<file path="config.mk">
export PLATFORM = sky130hd
export DESIGN_NAME = proc_run_sequencer_flat
export DESIGN_NICKNAME = d
export VERILOG_FILES = /design/src/rtl/proc_run_sequencer_if.sv /design/src/rtl/proc_run_sequencer.sv /design/src/flat_wrapper.sv
export SDC_FILE = /design/constraint.sdc
export NUM_CORES = 1
export LEC_CHECK = 0
export BUFFER_PORTS_ARGS = -buffer_cell sky130_fd_sc_hd__buf_2
export CAP_MARGIN = 20
export CORE_AREA = 3 3 127 129
export CTS_BUF_LIST = sky130_fd_sc_hd__clkbuf_4 sky130_fd_sc_hd__clkbuf_8
export DETAILED_ROUTE_END_ITERATION = 8
export DIE_AREA = 0 0 130 132
export SLEW_MARGIN = 20
export SYNTH_ARGS = -nofsm -noshare
export SYNTH_HDL_FRONTEND = slang
export SYNTH_SLANG_ARGS = --single-unit
</file>
<file path="constraint.sdc">
create_clock -name clk -period 6 [get_ports clk]
set_input_delay 0.6 -clock clk [delete_from_list [all_inputs] [get_ports clk]]
set_output_delay 0.6 -clock clk [all_outputs]
set_load 0.01 [all_outputs]
</file>
<file path="src/rtl/proc_run_sequencer_if.sv">
// Memory-port bundle for proc_run_sequencer: host access port, processor data
// port and data RAM port.
//   slave  : the sequencer side (consumes requests, drives grants and RAM)
//   master : the environment side (host, processor core, RAM)
interface proc_run_sequencer_if #(
  parameter int DATA_W = 32,
  parameter int ADDR_W = 32
);
  logic              host_req;
  logic              host_we;
  logic [ADDR_W-1:0] host_addr;
  logic [DATA_W-1:0] host_wdata;
  logic              host_gnt;
  logic              host_rvalid;
  logic [DATA_W-1:0] host_rdata;
  logic              proc_halt;
  logic              proc_we;
  logic [ADDR_W-1:0] proc_addr;
  logic [DATA_W-1:0] proc_wdata;
  logic [DATA_W-1:0] proc_rdata;
  logic              mem_we;
  logic [ADDR_W-1:0] mem_addr;
  logic [DATA_W-1:0] mem_wdata;
  logic [DATA_W-1:0] mem_rdata;

  modport slave (
    input  host_req, host_we, host_addr, host_wdata,
    input  proc_halt, proc_we, proc_addr, proc_wdata,
    input  mem_rdata,
    output host_gnt, host_rvalid, host_rdata, proc_rdata,
    output mem_we, mem_addr, mem_wdata
  );

  modport master (
    output host_req, host_we, host_addr, host_wdata,
    output proc_halt, proc_we, proc_addr, proc_wdata,
    output mem_rdata,
    input  host_gnt, host_rvalid, host_rdata, proc_rdata,
    input  mem_we, mem_addr, mem_wdata
  );
endinterface

</file>
<file path="src/rtl/proc_run_sequencer.sv">
// Run controller and data-memory port arbiter for the pipelined reverb
// processor. Holds the core in reset while the host owns data RAM, releases it
// on start (latching the bank select), hands the RAM port to the core during
// RUN/DRAIN, and returns it to the host when the run ends.
// Ports:
//   clk, rst        clock, asynchronous active-high reset
//   start, abort    one-cycle run control pulses
//   mode            bank select, captured on an accepted start
//   bus             host / processor / RAM port bundle (slave side)
//   proc_rst        processor reset
//   proc_mode       processor modeSelector
//   busy, done      state is RUN or DRAIN / state is DONE
//   timeout         last run ended on the cycle limit
//   cycles          RUN cycles of the current or last run
module proc_run_sequencer #(
  parameter int               DATA_W    = 32,
  parameter int               ADDR_W    = 32,
  parameter int               CNT_W     = 24,
  parameter logic [CNT_W-1:0] MAX_CYC   = 24'hFFFFFF,
  parameter int unsigned      DRAIN_CYC = 4
) (
  input  logic                 clk,
  input  logic                 rst,
  input  logic                 start,
  input  logic                 abort,
  input  logic                 mode,
  proc_run_sequencer_if.slave  bus,
  output logic                 proc_rst,
  output logic                 proc_mode,
  output logic                 busy,
  output logic                 done,
  output logic                 timeout,
  output logic [CNT_W-1:0]     cycles
);

  localparam int DCW = (DRAIN_CYC < 1) ? 1 : $clog2(DRAIN_CYC + 1);
  localparam logic [CNT_W-1:0] LAST_CYC = MAX_CYC - 1'b1;

  typedef enum logic [1:0] {IDLE, RUN, DRAIN, DONE} state_t;

  state_t            state;
  logic [DCW-1:0]    drainCnt;
  logic              hostOwns;
  logic              hostGnt;
  logic              rvalidQ;
  logic [DATA_W-1:0] rdataHold;

  always_ff @(posedge clk or posedge rst) begin
    if (rst) begin
      state     <= IDLE;
      proc_rst  <= 1'b1;
      proc_mode <= 1'b0;
      busy      <= 1'b0;
      done      <= 1'b0;
      timeout   <= 1'b0;
      cycles    <= '0;
      drainCnt  <= '0;
    end else if (abort && state != IDLE) begin
      // abort outranks start/halt/timeout; counters are left for inspection
      state    <= IDLE;
      proc_rst <= 1'b1;
      busy     <= 1'b0;
      done     <= 1'b0;
    end else begin
      unique case (state)
        IDLE, DONE: begin
          if (start) begin
            state     <= RUN;
            proc_rst  <= 1'b0;
            proc_mode <= mode;
            busy      <= 1'b1;
            done      <= 1'b0;
            timeout   <= 1'b0;
            cycles    <= '0;
          end
        end
        RUN: begin
          cycles <= cycles + 1'b1;
          if (bus.proc_halt) begin
            state    <= DRAIN;
            drainCnt <= DCW'(DRAIN_CYC);
          end else if (cycles == LAST_CYC) begin
            state    <= DRAIN;
            timeout  <= 1'b1;
            drainCnt <= DCW'(DRAIN_CYC);
          end
        end
        DRAIN: begin
          drainCnt <= drainCnt - 1'b1;
          if (drainCnt <= DCW'(1)) begin
            state    <= DONE;
            proc_rst <= 1'b1;
            busy     <= 1'b0;
            done     <= 1'b1;
          end
        end
        default: state <= IDLE;
      endcase
    end
  end

  // RAM read data appears the cycle after the address; rvalid marks that cycle
  // and host_rdata passes the RAM word through, then holds it afterwards.
  always_ff @(posedge clk or posedge rst) begin
    if (rst) begin
      rvalidQ   <= 1'b0;
      rdataHold <= '0;
    end else begin
      rvalidQ <= hostGnt & ~bus.host_we;
      if (rvalidQ) rdataHold <= bus.mem_rdata;
    end
  end

  always_comb begin
    hostOwns        = (state == IDLE) || (state == DONE);
    hostGnt         = hostOwns & bus.host_req;
    bus.host_gnt    = hostGnt;
    bus.host_rvalid = rvalidQ;
    bus.host_rdata  = rvalidQ ? bus.mem_rdata : rdataHold;
    bus.proc_rdata  = bus.mem_rdata;
    if (hostOwns) begin
      bus.mem_we    = bus.host_req & bus.host_we;
      bus.mem_addr  = bus.host_addr;
      bus.mem_wdata = bus.host_wdata;
    end else begin
      bus.mem_we    = bus.proc_we;
      bus.mem_addr  = bus.proc_addr;
      bus.mem_wdata = bus.proc_wdata;
    end
  end

endmodule

</file>
<file path="src/flat_wrapper.sv">
// flat-port wrapper written by rule: the top's interface ports become plain ports
module proc_run_sequencer_flat 
#(
  parameter int               DATA_W    = 32,
  parameter int               ADDR_W    = 32,
  parameter int               CNT_W     = 24,
  parameter logic [CNT_W-1:0] MAX_CYC   = 24'hFFFFFF,
  parameter int unsigned      DRAIN_CYC = 4
)
  (clk, rst, start, abort, mode, proc_rst, proc_mode, busy, done, timeout, cycles, bus_host_req, bus_host_we, bus_host_addr, bus_host_wdata, bus_proc_halt, bus_proc_we, bus_proc_addr, bus_proc_wdata, bus_mem_rdata, bus_host_gnt, bus_host_rvalid, bus_host_rdata, bus_proc_rdata, bus_mem_we, bus_mem_addr, bus_mem_wdata);
  proc_run_sequencer_if #(.DATA_W(DATA_W), .ADDR_W(ADDR_W)) bus_i ();
  input  logic clk;
  input  logic rst;
  input  logic start;
  input  logic abort;
  input  logic mode;
  output logic proc_rst;
  output logic proc_mode;
  output logic busy;
  output logic done;
  output logic timeout;
  output logic [CNT_W-1:0] cycles;
  input wire logic [$bits(bus_i.host_req)-1:0] bus_host_req;
  input wire logic [$bits(bus_i.host_we)-1:0] bus_host_we;
  input wire logic [$bits(bus_i.host_addr)-1:0] bus_host_addr;
  input wire logic [$bits(bus_i.host_wdata)-1:0] bus_host_wdata;
  input wire logic [$bits(bus_i.proc_halt)-1:0] bus_proc_halt;
  input wire logic [$bits(bus_i.proc_we)-1:0] bus_proc_we;
  input wire logic [$bits(bus_i.proc_addr)-1:0] bus_proc_addr;
  input wire logic [$bits(bus_i.proc_wdata)-1:0] bus_proc_wdata;
  input wire logic [$bits(bus_i.mem_rdata)-1:0] bus_mem_rdata;
  output wire logic [$bits(bus_i.host_gnt)-1:0] bus_host_gnt;
  output wire logic [$bits(bus_i.host_rvalid)-1:0] bus_host_rvalid;
  output wire logic [$bits(bus_i.host_rdata)-1:0] bus_host_rdata;
  output wire logic [$bits(bus_i.proc_rdata)-1:0] bus_proc_rdata;
  output wire logic [$bits(bus_i.mem_we)-1:0] bus_mem_we;
  output wire logic [$bits(bus_i.mem_addr)-1:0] bus_mem_addr;
  output wire logic [$bits(bus_i.mem_wdata)-1:0] bus_mem_wdata;
  assign bus_i.host_req = bus_host_req;
  assign bus_i.host_we = bus_host_we;
  assign bus_i.host_addr = bus_host_addr;
  assign bus_i.host_wdata = bus_host_wdata;
  assign bus_i.proc_halt = bus_proc_halt;
  assign bus_i.proc_we = bus_proc_we;
  assign bus_i.proc_addr = bus_proc_addr;
  assign bus_i.proc_wdata = bus_proc_wdata;
  assign bus_i.mem_rdata = bus_mem_rdata;
  assign bus_host_gnt = bus_i.host_gnt;
  assign bus_host_rvalid = bus_i.host_rvalid;
  assign bus_host_rdata = bus_i.host_rdata;
  assign bus_proc_rdata = bus_i.proc_rdata;
  assign bus_mem_we = bus_i.mem_we;
  assign bus_mem_addr = bus_i.mem_addr;
  assign bus_mem_wdata = bus_i.mem_wdata;
  proc_run_sequencer #(.DATA_W(DATA_W), .ADDR_W(ADDR_W), .CNT_W(CNT_W), .MAX_CYC(MAX_CYC), .DRAIN_CYC(DRAIN_CYC)) u_core (.clk(clk), .rst(rst), .start(start), .abort(abort), .mode(mode), .bus(bus_i), .proc_rst(proc_rst), .proc_mode(proc_mode), .busy(busy), .done(done), .timeout(timeout), .cycles(cycles));
endmodule
</file>
==> impl_metrics.env, run 1 <==
export IMPL_synth_warnings=0
export IMPL_wire_length_of_the_first_global_routing_pass_um=19900
export IMPL_std_cell_rows=45
export IMPL_netlist_cell_type_count=44
export IMPL_post_dp_cell_area_um2=5720
export IMPL_postCtsSetupBuffers=0
export IMPL_cp_max_fo=73
export IMPL_gp_congestion=0.838
export IMPL_postRouteWirelength_um=13400
export IMPL_worst_endpoint_arrival_ns=3.29
export IMPL_drv_max_cap_violation_count=0
export IMPL_worstHoldPathType="in -> reg"
export IMPL_rr_endpoint="u_core.cycles[22]$_DFFE_PP0P_"
export IMPL_worst_skew_pair_late_latency_ns=0.34
export IMPL_worst_clock_skew_ns=0.0120
export IMPL_worst_r2r_cell_count=7
export IMPL_worstSetupEndpoint="u_core.cycles[22]$_DFFE_PP0P_"
export IMPL_yosys_area_top_type_share_pct=40.2
export IMPL_synth_area_um2=4110
export IMPL_dpl_worst_slack_ns=3.02
export IMPL_cp_startpoint="u_core.state[0]$_DFFE_PP0P_"
export IMPL_syn_avg_cell_area_um2=11.0
export IMPL_critical_setup_path_class="reg -> reg"
export IMPL_grt_antenna_before_repair=1
export IMPL_first_global_vias=3717
export IMPL_synthDominantAreaCellType="sky130_fd_sc_hd__dfrtp_1"
export IMPL_worst_r2r_setup_slack_ns=2.99
export IMPL_postSynthCellCount=373
export IMPL_syn_nets=550
export IMPL_totalNegativeSetupSlack_ns=0
export IMPL_power_frac_seq_pct=24.1
export IMPL_async_flop_share_pct=100
export IMPL_post_dp_hpwl_um=11200
export IMPL_layout_area_overhead_vs_synth_pct=44.1
export IMPL_post_cts_resize_count=0
export IMPL_drt_wirelength_per_cell_um=15.6
export IMPL_design_power_total_mw=2.70
export IMPL_tightestPinTransition_ns=0.868
export IMPL_vias=3808
export IMPL_switching_share_pct=39.0
export IMPL_detail_route_antenna_nets=0
export IMPL_synth_enable_flop_cells=0
export IMPL_static_leakage_power_nw=3.08
export IMPL_maximum_clock_frequency_mhz=332
export IMPL_ys_dominant_reg_cell="sky130_fd_sc_hd__dfrtp_1"
export IMPL_clk_pin_slew_worst_paths_ns=0.07
export IMPL_cts_tree="built"
export IMPL_seq_area_frac_synth_pct=40.8
export IMPL_holdBufCountCts=0
export IMPL_layout_drive_gt1_share_pct=68.2
export IMPL_finalHoldViolations=0
export IMPL_design_area_um2=5920
export IMPL_worstSetupStartpointType="flop"
export IMPL_min_period_over_period_pct=50.2
export IMPL_final_period_minus_worst_setup_slack_ns=3.01
export IMPL_io_buffers=328
export IMPL_clkSinkCount=67
export IMPL_drt_pre_antenna_iters=4
export IMPL_worstSetupEndpointType="flop"
export IMPL_timing_rr_start="u_core.state[0]$_DFFE_PP0P_"
export IMPL_die_x_um=130
export IMPL_via_per_inst=4.42
export IMPL_slew_viol_final=0
export IMPL_slew_headroom_pct=42.1
export IMPL_core_area_um2=15100
export IMPL_hold_worst_slack_ns=0.428
export IMPL_clock_tree_htree_level_count=3
export IMPL_drcViolationCount=0
export IMPL_floorplan_die_height_um=132
export IMPL_required_ns=6.27
export IMPL_inserted_clock_buffers=9
export IMPL_yosys_register_bits=67
export IMPL_share_comb_of_total_power_pct=61.8
export IMPL_layout_cells_most_common_list="sky130_fd_sc_hd__buf_2, sky130_fd_sc_hd__mux2_2, sky130_fd_sc_hd__dfrtp_1, sky130_fd_sc_hd__nor2_1"
export IMPL_internal_power_mw=1.65
export IMPL_groute_usage_overall_pct=14.8
export IMPL_fp_dieArea_um2=17200
export IMPL_power_density_nw_per_um2=457
export IMPL_p_sw_mw=1.06
export IMPL_clock_power_share_pct=14.1
export IMPL_vdd_drop_max_uv=246
export IMPL_cts_root_buffer_cell="sky130_fd_sc_hd__clkbuf_8"
export IMPL_timing_final_setup_violations=0
export IMPL_initial_utilization_pct=27.1
export IMPL_final_critical_path_setup_slack_ns=2.99
export IMPL_max_clock_path_buffers=2
export IMPL_status="complete, no violations"
export IMPL_grt_overflow=0
export IMPL_detailedRoute_firstIterationViolations=126
export IMPL_unrepaired_setup_endpoints_after_global_routing="false"
export IMPL_grt_max_degree=74
export IMPL_floorplan_io_pins=329
export IMPL_final_common_cell="sky130_fd_sc_hd__buf_2"
export IMPL_final_net_count=845
export IMPL_synth_area_leaders="sky130_fd_sc_hd__dfrtp_1, sky130_fd_sc_hd__mux2_2, sky130_fd_sc_hd__buf_4"
==> power groups by stage <==
stage	Sequential (mW)	Combinational, mW	Clock, mW
2_1_floorplan	0.660	1.14	0
3_3_place_gp	0.657	1.69	0
3_5_place_dp	0.663	1.70	0
4_1_cts	0.655	1.70	0.400
5_1_grt	0.671	1.81	0.422
6_report	0.653	1.67	0.382
==> final cells by class <==
| class | instances | area (um2) |
|---|---|---|
| fillers | 1535 | 9230 |
| clock inverters | 4 | 50.0 |
| flip-flops and latches | 67 | 1680 |
| diodes | 1 | 2.50 |
| repair buffers | 331 | 1660 |
| multi-input cells | 251 | 2110 |
| inverters | 8 | 30.0 |
| well taps | 188 | 235 |
| clock buffers | 11 | 151 |
==> stage by stage <==
stage | std cells | utilization [%]
2_1_floorplan | 373 | -
3_3_place_gp | 845 | 37.7
3_5_place_dp | 845 | 37.7
4_1_cts | 860 | 39.1
5_1_grt | 861 | 39.1
6_report | 861 | 39.1
==> critical path: stages (launching register included) <==
cell                      delay [ns]
sky130_fd_sc_hd__dfrtp_1        0.44
sky130_fd_sc_hd__inv_1          0.13
sky130_fd_sc_hd__ha_4           0.86
sky130_fd_sc_hd__mux2i_2        0.24
sky130_fd_sc_hd__nor3b_2        0.50
sky130_fd_sc_hd__nand4_1        0.23
sky130_fd_sc_hd__or3_1          0.39
sky130_fd_sc_hd__a21oi_1        0.14
==> cells by family (layout without fill, tap and decap cells) <==
| logic type | after synthesis | count (layout) | share of synthesized area, % |
|---|---|---|---|
| muxes | 103 | 103 | 28.2 |
| AOI/OAI and AO/OA | 25 | 25 | 3.87 |
| buffers and inverters | 55 | 354 | 8.22 |
| adders and majority gates | 8 | 8 | 2.44 |
| xor gates and xnor gates | 18 | 18 | 3.84 |
| and+or+nand+nor | 97 | 97 | 12.6 |
| DFF | 67 | 67 | 40.8 |
| other | 0 | 1 | 0 |
==> per-layer routing <==
layer	GRT usage, %	routed length [um]	vias to the layer above	part of all wire [%]
li1	-	-	1875	-
met1	16.7	5120	1734	38
met2	26.4	7020	187	52
met3	4.42	1070	12	8.0
met4	4.68	204	0	1.5
met5	0	0	-	0
==> registers in the layout, indices dropped and copies added, names as in the netlist <==
name / flops
u_core.state: 2
u_core.done: 1
u_core.bus.host_rvalid: 1
u_core.rdataHold: 32
u_core.proc_mode: 1
u_core.busy: 1
u_core.timeout: 1
u_core.proc_rst: 1
u_core.drainCnt: 3
u_core.cycles: 24
==> synth_stat cells, drive strengths merged (2+ instances only) <==
cell    instances
or3             3
o21ba           2
nand3b          3
and2            2
buf            37
and3            5
xor2           16
a21oi           7
dfrtp          66
mux2i           5
nor4            2
ha              8
nand2          16
xnor2           2
clkbuf         10
nor2b           3
nor2           29
nor3            6
nand3          12
inv             8
nand4           9
mux2           98
nand2b          2
o21ai           9
==> worst min-delay path by stage <==
stage                                 from  cells after the start                               end  slack (ns)
6_report                       bus_host_we                      2  u_core.bus.host_rvalid$_DFF_PP0_        0.43
3_5_place_dp   u_core.proc_rst$_DFFE_PP1P_                      2       u_core.proc_rst$_DFFE_PP1P_        0.46
2_1_floorplan  u_core.proc_rst$_DFFE_PP1P_                      2       u_core.proc_rst$_DFFE_PP1P_        0.47
5_1_grt                        bus_host_we                      2  u_core.bus.host_rvalid$_DFF_PP0_        0.40
3_3_place_gp   u_core.proc_rst$_DFFE_PP1P_                      2       u_core.proc_rst$_DFFE_PP1P_        0.46
4_1_cts                        bus_host_we                      2  u_core.bus.host_rvalid$_DFF_PP0_        0.40
No activity file was read; power rests on OpenSTA's default activity.
==> run 2, diff against run 1 <==
--- a/config.mk
+++ b/config.mk
@@ -7,10 +7,10 @@
 export LEC_CHECK = 0
 export BUFFER_PORTS_ARGS = -buffer_cell sky130_fd_sc_hd__buf_2
 export CAP_MARGIN = 20
-export CORE_AREA = 3 3 127 129
+export CORE_AREA = 3 3 128 130
 export CTS_BUF_LIST = sky130_fd_sc_hd__clkbuf_4 sky130_fd_sc_hd__clkbuf_8
 export DETAILED_ROUTE_END_ITERATION = 8
-export DIE_AREA = 0 0 130 132
+export DIE_AREA = 0 0 131 133
 export SLEW_MARGIN = 20
 export SYNTH_ARGS = -nofsm -noshare
 export SYNTH_HDL_FRONTEND = slang
==> constraint.sdc (replaced) <==
create_clock -name clk -period 3.1 [get_ports clk]
set_input_delay 0.31 -clock clk [delete_from_list [all_inputs] [get_ports clk]]
set_output_delay 0.31 -clock clk [all_outputs]
set_load 0.01 [all_outputs]
==> run 2 against run 1 <==
Sequential cell count is the same. Count of clock-buffer cells in the layout is 2 lower. Global-route usage increased by 0.74 points. Sequential power rose by 93%. Register-to-register slack worse by 2.3 ns. Design area grew 0.99%. Critical path type is now reg -> out.
==> impl_metrics.env, run 2 (synthesized netlist as in run 1, its figures left out) <==
export IMPL_status="complete, no violations"
export IMPL_drt_pre_antenna_iters=4
export IMPL_worst_r2r_setup_slack_ns=0.72
export IMPL_clock_tree_htree_level_count=3
export IMPL_min_period_over_period_pct=79.8
export IMPL_final_period_minus_worst_setup_slack_ns=2.47
export IMPL_postRouteWirelength_um=14000
export IMPL_vias=3860
export IMPL_layout_area_overhead_vs_synth_pct=45.6
export IMPL_clkSinkCount=67
export IMPL_worstSetupEndpointType="output pin"
export IMPL_tightestPinTransition_ns=0.757
export IMPL_final_critical_path_setup_slack_ns=0.626
export IMPL_via_per_inst=4.35
export IMPL_worst_path_max_delay_cell="sky130_fd_sc_hd__dfrtp_1"
export IMPL_std_cell_rows=45
export IMPL_gp_congestion=0.819
export IMPL_max_clock_path_buffers=2
export IMPL_grt_antenna_before_repair=4
export IMPL_drt_wirelength_per_cell_um=15.7
export IMPL_required_ns=2.79
export IMPL_critical_path_n_buffers_inverters=3
export IMPL_vdd_drop_max_uv=559
export IMPL_fp_dieArea_um2=17400
export IMPL_worstSetupStartpointType="flop"
export IMPL_cp_max_fo=72
export IMPL_layout_filler_cells=1596
export IMPL_first_global_vias=3890
export IMPL_static_leakage_power_nw=3.10
export IMPL_layout_drive_gt1_share_pct=68.3
export IMPL_timing_critical_path_max_delay_family="buffers and inverters"
export IMPL_worst_clock_skew_ns=0.0103
export IMPL_worstHoldPathType="in -> async"
export IMPL_holdBufCountCts=0
export IMPL_largest_register_ffs=32
export IMPL_floorplan_die_height_um=133
export IMPL_core_area_um2=15300
export IMPL_worst_endpoint_arrival_ns=2.16
export IMPL_final_net_count=848
export IMPL_floorplan_io_pins=329
export IMPL_groute_usage_overall_pct=15.5
export IMPL_multi_input_comb_area_um2=2100
export IMPL_final_common_cell="sky130_fd_sc_hd__buf_2"
export IMPL_timing_rr_start="u_core.state[0]$_DFFE_PP0P_"
export IMPL_seqCellArea_um2=1680
export IMPL_dpl_worst_slack_ns=0.718
export IMPL_unrepaired_setup_endpoints_after_global_routing="false"
export IMPL_critical_setup_path_class="reg -> out"
export IMPL_largest_regs="u_core.rdataHold (32), u_core.cycles (24), u_core.drainCnt (3)"
export IMPL_dp_cells=871
export IMPL_post_dp_hpwl_um=11800
export IMPL_die_x_um=131
export IMPL_cts_root_buffer_cell="sky130_fd_sc_hd__clkbuf_8"
export IMPL_maximum_clock_frequency_mhz=404
export IMPL_final_cell_count_no_fill=888
export IMPL_layout_cells_most_common_list="sky130_fd_sc_hd__buf_2, sky130_fd_sc_hd__mux2_2, sky130_fd_sc_hd__dfrtp_1, sky130_fd_sc_hd__nor2_1"
export IMPL_drcViolationCount=0
export IMPL_slew_headroom_pct=49.2
export IMPL_initial_utilization_pct=26.9
export IMPL_registers_top_by_ff_count="u_core.rdataHold"
export IMPL_rr_endpoint="u_core.cycles[22]$_DFFE_PP0P_"
export IMPL_cts_tree="built"
export IMPL_max_stage_delay_ns=0.44
export IMPL_finalHoldViolations=0
export IMPL_inserted_clock_buffers=9
export IMPL_io_buffers=328
export IMPL_post_cts_resize_count=0
export IMPL_detailedRoute_firstIterationViolations=140
export IMPL_worst_r2r_cell_count=7
export IMPL_design_power_total_mw=5.28
export IMPL_slew_viol_final=0
export IMPL_detail_route_antenna_nets=0
export IMPL_worstPathCellList="inv_1 -> ha_2 -> buf_12 -> mux2_2 -> buf_2"
export IMPL_clk_pin_slew_worst_paths_ns=0.09
export IMPL_timing_final_setup_violations=0
export IMPL_totalNegativeSetupSlack_ns=0
export IMPL_drv_max_cap_violation_count=0
export IMPL_wire_length_of_the_first_global_routing_pass_um=20900
export IMPL_power_density_nw_per_um2=882
export IMPL_postCtsSetupBuffers=0
export IMPL_worst_skew_pair_late_latency_ns=0.35
export IMPL_grt_max_degree=73
export IMPL_grt_overflow=0
-- run 2: changes by cell type in the layout (fill, tap and decap cells not counted), sizes merged --
cell / previous run / this run
inv: 8 / 12
buf: 331 / 334
clkbuf: 11 / 9
clkinv: 1 / 0
-- run 2: final cells by class --
cell class | count | area share, %
Antenna cell | 1 | 0.0418
Timing Repair Buffer | 334 | 28.4
Tap cell | 211 | 4.42
Sequential cell | 67 | 28.1
Clock buffer | 9 | 2.07
Inverter | 8 | 0.502
Clock inverter | 7 | 1.38
Multi-Input combinational cell | 251 | 35.1
-- run 2: power breakdown --
group,internal (mW),switching [mW]
clock network,0.385,0.377
registers,1.16,0.106
logic,1.63,1.62
-- run 2: worst reg2reg max path: stages, from the launching register on --
cell and delay [ns]:
sky130_fd_sc_hd__dfrtp_1 0.44, sky130_fd_sc_hd__inv_1 0.13, sky130_fd_sc_hd__ha_2 0.31, sky130_fd_sc_hd__mux2i_2 0.21, sky130_fd_sc_hd__nor3b_2 0.45, sky130_fd_sc_hd__nand4_1 0.23, sky130_fd_sc_hd__or3_1 0.39, sky130_fd_sc_hd__a21oi_1 0.14
-- run 2: routing by layer --
layer | vias to the layer above | wire, um | GRT usage [%]
met3 | 22 | 1270 | 4.64
met5 | - | 27 | 0
met1 | 1757 | 5370 | 17.7
met2 | 198 | 7080 | 27.5
li1 | 1879 | - | -
met4 | 4 | 220 | 4.86
-- run 2: stage by stage --
stage,area [um2],hold WS (ns),utilization (%)
after CTS,5980,0.0675,39.2
after floorplan,4110,0.376,-
after global placement,5770,0.463,37.8
after global routing,5980,0.0994,39.2
final,5980,0.0607,39.2
after detailed placement,5770,0.465,37.8
-- run 2: worst max path at each step --
stage | slack [ns] | startpoint | to | cells after the start
after detailed placement | 0.72 | u_core.state[1]$_DFFE_PP0P_ | u_core.cycles[22]$_DFFE_PP0P_ | 7
after global placement | 0.78 | u_core.state[0]$_DFFE_PP0P_ | u_core.cycles[22]$_DFFE_PP0P_ | 7
after CTS | 0.61 | u_core.state[0]$_DFFE_PP0P_ | bus_mem_wdata[5] | 5
after global routing | 0.52 | u_core.state[0]$_DFFE_PP0P_ | bus_mem_addr[15] | 5
final | 0.63 | u_core.state[0]$_DFFE_PP0P_ | bus_mem_wdata[4] | 5
after floorplan | 0.88 | u_core.state[0]$_DFFE_PP0P_ | u_core.cycles[21]$_DFFE_PP0P_ | 8
==> run 3, diff against run 2 <==
==> constraint.sdc (replaced) <==
create_clock -name clk -period 2.3 [get_ports clk]
set_input_delay 0.23 -clock clk [delete_from_list [all_inputs] [get_ports clk]]
set_output_delay 0.23 -clock clk [all_outputs]
set_load 0.01 [all_outputs]
==> run 3 against run 2 <==
Clock skew shrank 0.0026 ns. Die area is the same. Combinational power grew 48%. Largest cell class unchanged. Core utilization grew 1.2 points.
==> impl_metrics.env, run 3 (synthesized netlist as in run 1, its figures left out) <==
export IMPL_status="complete, no violations"
export IMPL_worstHoldPathType="in -> reg"
export IMPL_drv_max_cap_violation_count=0
export IMPL_tightestPinTransition_ns=0.626
export IMPL_p_sw_mw=2.87
export IMPL_worstPathCellList="inv_1 -> ha_4 -> bufbuf_16 -> mux2_2 -> buf_2"
export IMPL_max_stage_delay_ns=0.36
export IMPL_groute_usage_overall_pct=15.7
export IMPL_std_cell_rows=45
export IMPL_layout_cells_most_common_list="sky130_fd_sc_hd__buf_2, sky130_fd_sc_hd__mux2_2, sky130_fd_sc_hd__dfrtp_1, sky130_fd_sc_hd__nor2_1"
export IMPL_worstSetupEndpointType="output pin"
export IMPL_first_global_vias=3843
export IMPL_worst_clock_skew_ns=0.00768
export IMPL_worst_r2r_cell_count=5
export IMPL_final_period_minus_worst_setup_slack_ns=2.19
export IMPL_worst_r2r_setup_slack_ns=0.13
export IMPL_via_per_inst=4.31
export IMPL_gp_congestion=0.816
export IMPL_die_x_um=131
export IMPL_layout_core_utilization_pct=40.3
export IMPL_postRouteWirelength_um=14400
export IMPL_timing_final_setup_violations=0
export IMPL_cts_root_buffer_cell="sky130_fd_sc_hd__clkbuf_8"
export IMPL_grt_max_degree=40
export IMPL_worst_endpoint_arrival_ns=1.96
export IMPL_static_leakage_power_nw=3.19
export IMPL_layout_area_overhead_vs_synth_pct=49.9
export IMPL_layout_drive_gt1_share_pct=69.0
export IMPL_slew_headroom_pct=58.2
export IMPL_floorplan_io_pins=329
export IMPL_multi_input_comb_area_um2=2120
export IMPL_clock_tree_htree_level_count=3
export IMPL_slew_viol_final=0
export IMPL_critical_setup_path_class="reg -> out"
export IMPL_critical_path_n_buffers_inverters=3
export IMPL_top_signal_layer_used="met5"
export IMPL_clk_pin_slew_worst_paths_ns=0.07
export IMPL_maximum_clock_frequency_mhz=456
export IMPL_vias=3883
export IMPL_vdd_drop_max_uv=688
export IMPL_layout_filler_cells=1529
export IMPL_worstSetupStartpointType="flop"
export IMPL_drt_wirelength_per_cell_um=16.0
export IMPL_switching_share_pct=38.4
export IMPL_detailedRoute_firstIterationViolations=151
export IMPL_seqCellArea_um2=1680
export IMPL_required_ns=2.07
export IMPL_wire_length_of_the_first_global_routing_pass_um=21100
export IMPL_fp_dieArea_um2=17400
export IMPL_dr_wl_met2_um=7100
export IMPL_totalNegativeSetupSlack_ns=0
export IMPL_hold_path_endpoint="u_core.bus.host_rvalid$_DFF_PP0_"
export IMPL_worst_path_max_delay_cell="sky130_fd_sc_hd__dfrtp_1"
export IMPL_min_period_over_period_pct=95.3
export IMPL_hold_start="bus_host_we"
export IMPL_power_density_nw_per_um2=1220
export IMPL_finalHoldViolations=0
export IMPL_detail_route_antenna_nets=0
export IMPL_io_buffers=328
export IMPL_unrepaired_setup_endpoints_after_global_routing="false"
export IMPL_worst_skew_pair_late_latency_ns=0.34
export IMPL_timing_critical_path_max_delay_family="buffers and inverters"
export IMPL_rr_endpoint="u_core.state[0]$_DFFE_PP0P_"
export IMPL_initial_utilization_pct=26.9
export IMPL_grt_overflow=0
export IMPL_timing_hold_worst_path_depth=2
export IMPL_clkSinkCount=67
export IMPL_timing_rr_start="u_core.cycles[10]$_DFFE_PP0P_"
export IMPL_internal_power_mw=4.62
export IMPL_wirelength_met1_um=5670
export IMPL_final_common_cell="sky130_fd_sc_hd__buf_2"
export IMPL_largest_regs="u_core.rdataHold (32), u_core.cycles (24), u_core.drainCnt (3)"
export IMPL_share_comb_of_total_power_pct=64.3
export IMPL_dr_wl_met3_um=1300
export IMPL_grt_antenna_before_repair=3
export IMPL_max_clock_path_buffers=2
export IMPL_drcViolationCount=0
export IMPL_floorplan_die_height_um=133
export IMPL_drt_pre_antenna_iters=4
export IMPL_power_frac_seq_pct=22.6
export IMPL_final_net_count=860
export IMPL_core_area_um2=15300
export IMPL_largest_register_ffs=32
export IMPL_post_dp_hpwl_um=11800
export IMPL_registers_top_by_ff_count="u_core.rdataHold"
export IMPL_clock_power_share_pct=13.0
export IMPL_cp_max_fo=13
export IMPL_inserted_clock_buffers=9
export IMPL_cts_tree="built"
[run 3: cell count changes in the layout (fill, tap and decap cells not counted), moves of 2 or more]
| cell | change |
|---|---|
| sky130_fd_sc_hd__buf_4 | +7 |
| sky130_fd_sc_hd__inv_6 | -3 |
| sky130_fd_sc_hd__diode_2 | +2 |
| sky130_fd_sc_hd__buf_12 | +2 |
[run 3: timing repair]
item                       CTS  global route
cloned                       2             0
hold endpoints to repair    28             0
buffers inserted             0             1
setup endpoints to repair   21            59
hold buffers                 1             0
gates resized for setup      4             3
[run 3: final cells by class]
| class | count | share of cell area, % |
|---|---|---|
| tap | 211 | 4.29 |
| timing repair buffer | 346 | 30.2 |
| sequential | 67 | 27.3 |
| inverter | 8 | 0.488 |
| multi-input combinational | 251 | 34.4 |
| clock inverter | 4 | 0.833 |
| antenna | 3 | 0.122 |
| clock buffer | 11 | 2.36 |
[run 3: worst max-delay path by stage]
stage                                 from                       endpoint  slack [ns]  cells after the start
6_report       u_core.state[1]$_DFFE_PP0P_              bus_mem_wdata[16]        0.11                      5
5_1_grt        u_core.state[1]$_DFFE_PP0P_              bus_mem_wdata[16]        0.01                      5
4_1_cts        u_core.state[1]$_DFFE_PP0P_               bus_mem_wdata[5]       0.002                      6
3_5_place_dp   u_core.state[1]$_DFFE_PP0P_  u_core.cycles[22]$_DFFE_PP0P_        0.09                      8
3_3_place_gp   u_core.state[1]$_DFFE_PP0P_               bus_mem_wdata[8]        0.13                      6
2_1_floorplan  u_core.state[0]$_DFFE_PP0P_  u_core.cycles[21]$_DFFE_PP0P_        0.08                      8
[run 3: power groups by stage]
| stage | Combinational [mW] | Clock, mW | Sequential (mW) |
|---|---|---|---|
| floorplan | 2.97 | 0 | 1.72 |
| global placement | 4.53 | 0 | 1.71 |
| detailed placement | 4.53 | 0 | 1.72 |
| CTS | 4.97 | 1.03 | 1.70 |
| global route | 5.24 | 1.08 | 1.74 |
| finish | 4.82 | 0.976 | 1.70 |
[run 3: per-stage QoR]
stage / setup slack (ns) / instances / cell area (um2) / total power, mW / hold slack [ns]
global placement: 0.127 / 880 / 5860 / 6.23 / 0.345
floorplan: 0.0819 / 373 / 4110 / 4.69 / 0.296
finish: 0.107 / 901 / 6160 / 7.49 / 0.0516
global route: 0.0118 / 900 / 6150 / 8.06 / 0.0402
detailed placement: 0.0908 / 880 / 5860 / 6.25 / 0.356
CTS: 0.00175 / 898 / 6160 / 7.70 / 0.0283
[run 3: layer usage]
layer	GRT usage, %	vias to the layer above
li1	-	1902
met1	18.0	1757
met2	27.4	203
met3	4.64	19
met4	5.71	2
met5	0	-
[run 3: worst register-to-register path, stage by stage, from the launching register on]
cell and delay [ns]:
sky130_fd_sc_hd__dfrtp_1 0.43, sky130_fd_sc_hd__nand3_1 0.15, sky130_fd_sc_hd__nor4_1 0.57, sky130_fd_sc_hd__a311oi_2 0.32, sky130_fd_sc_hd__o311a_1 0.41, sky130_fd_sc_hd__a31o_1 0.18
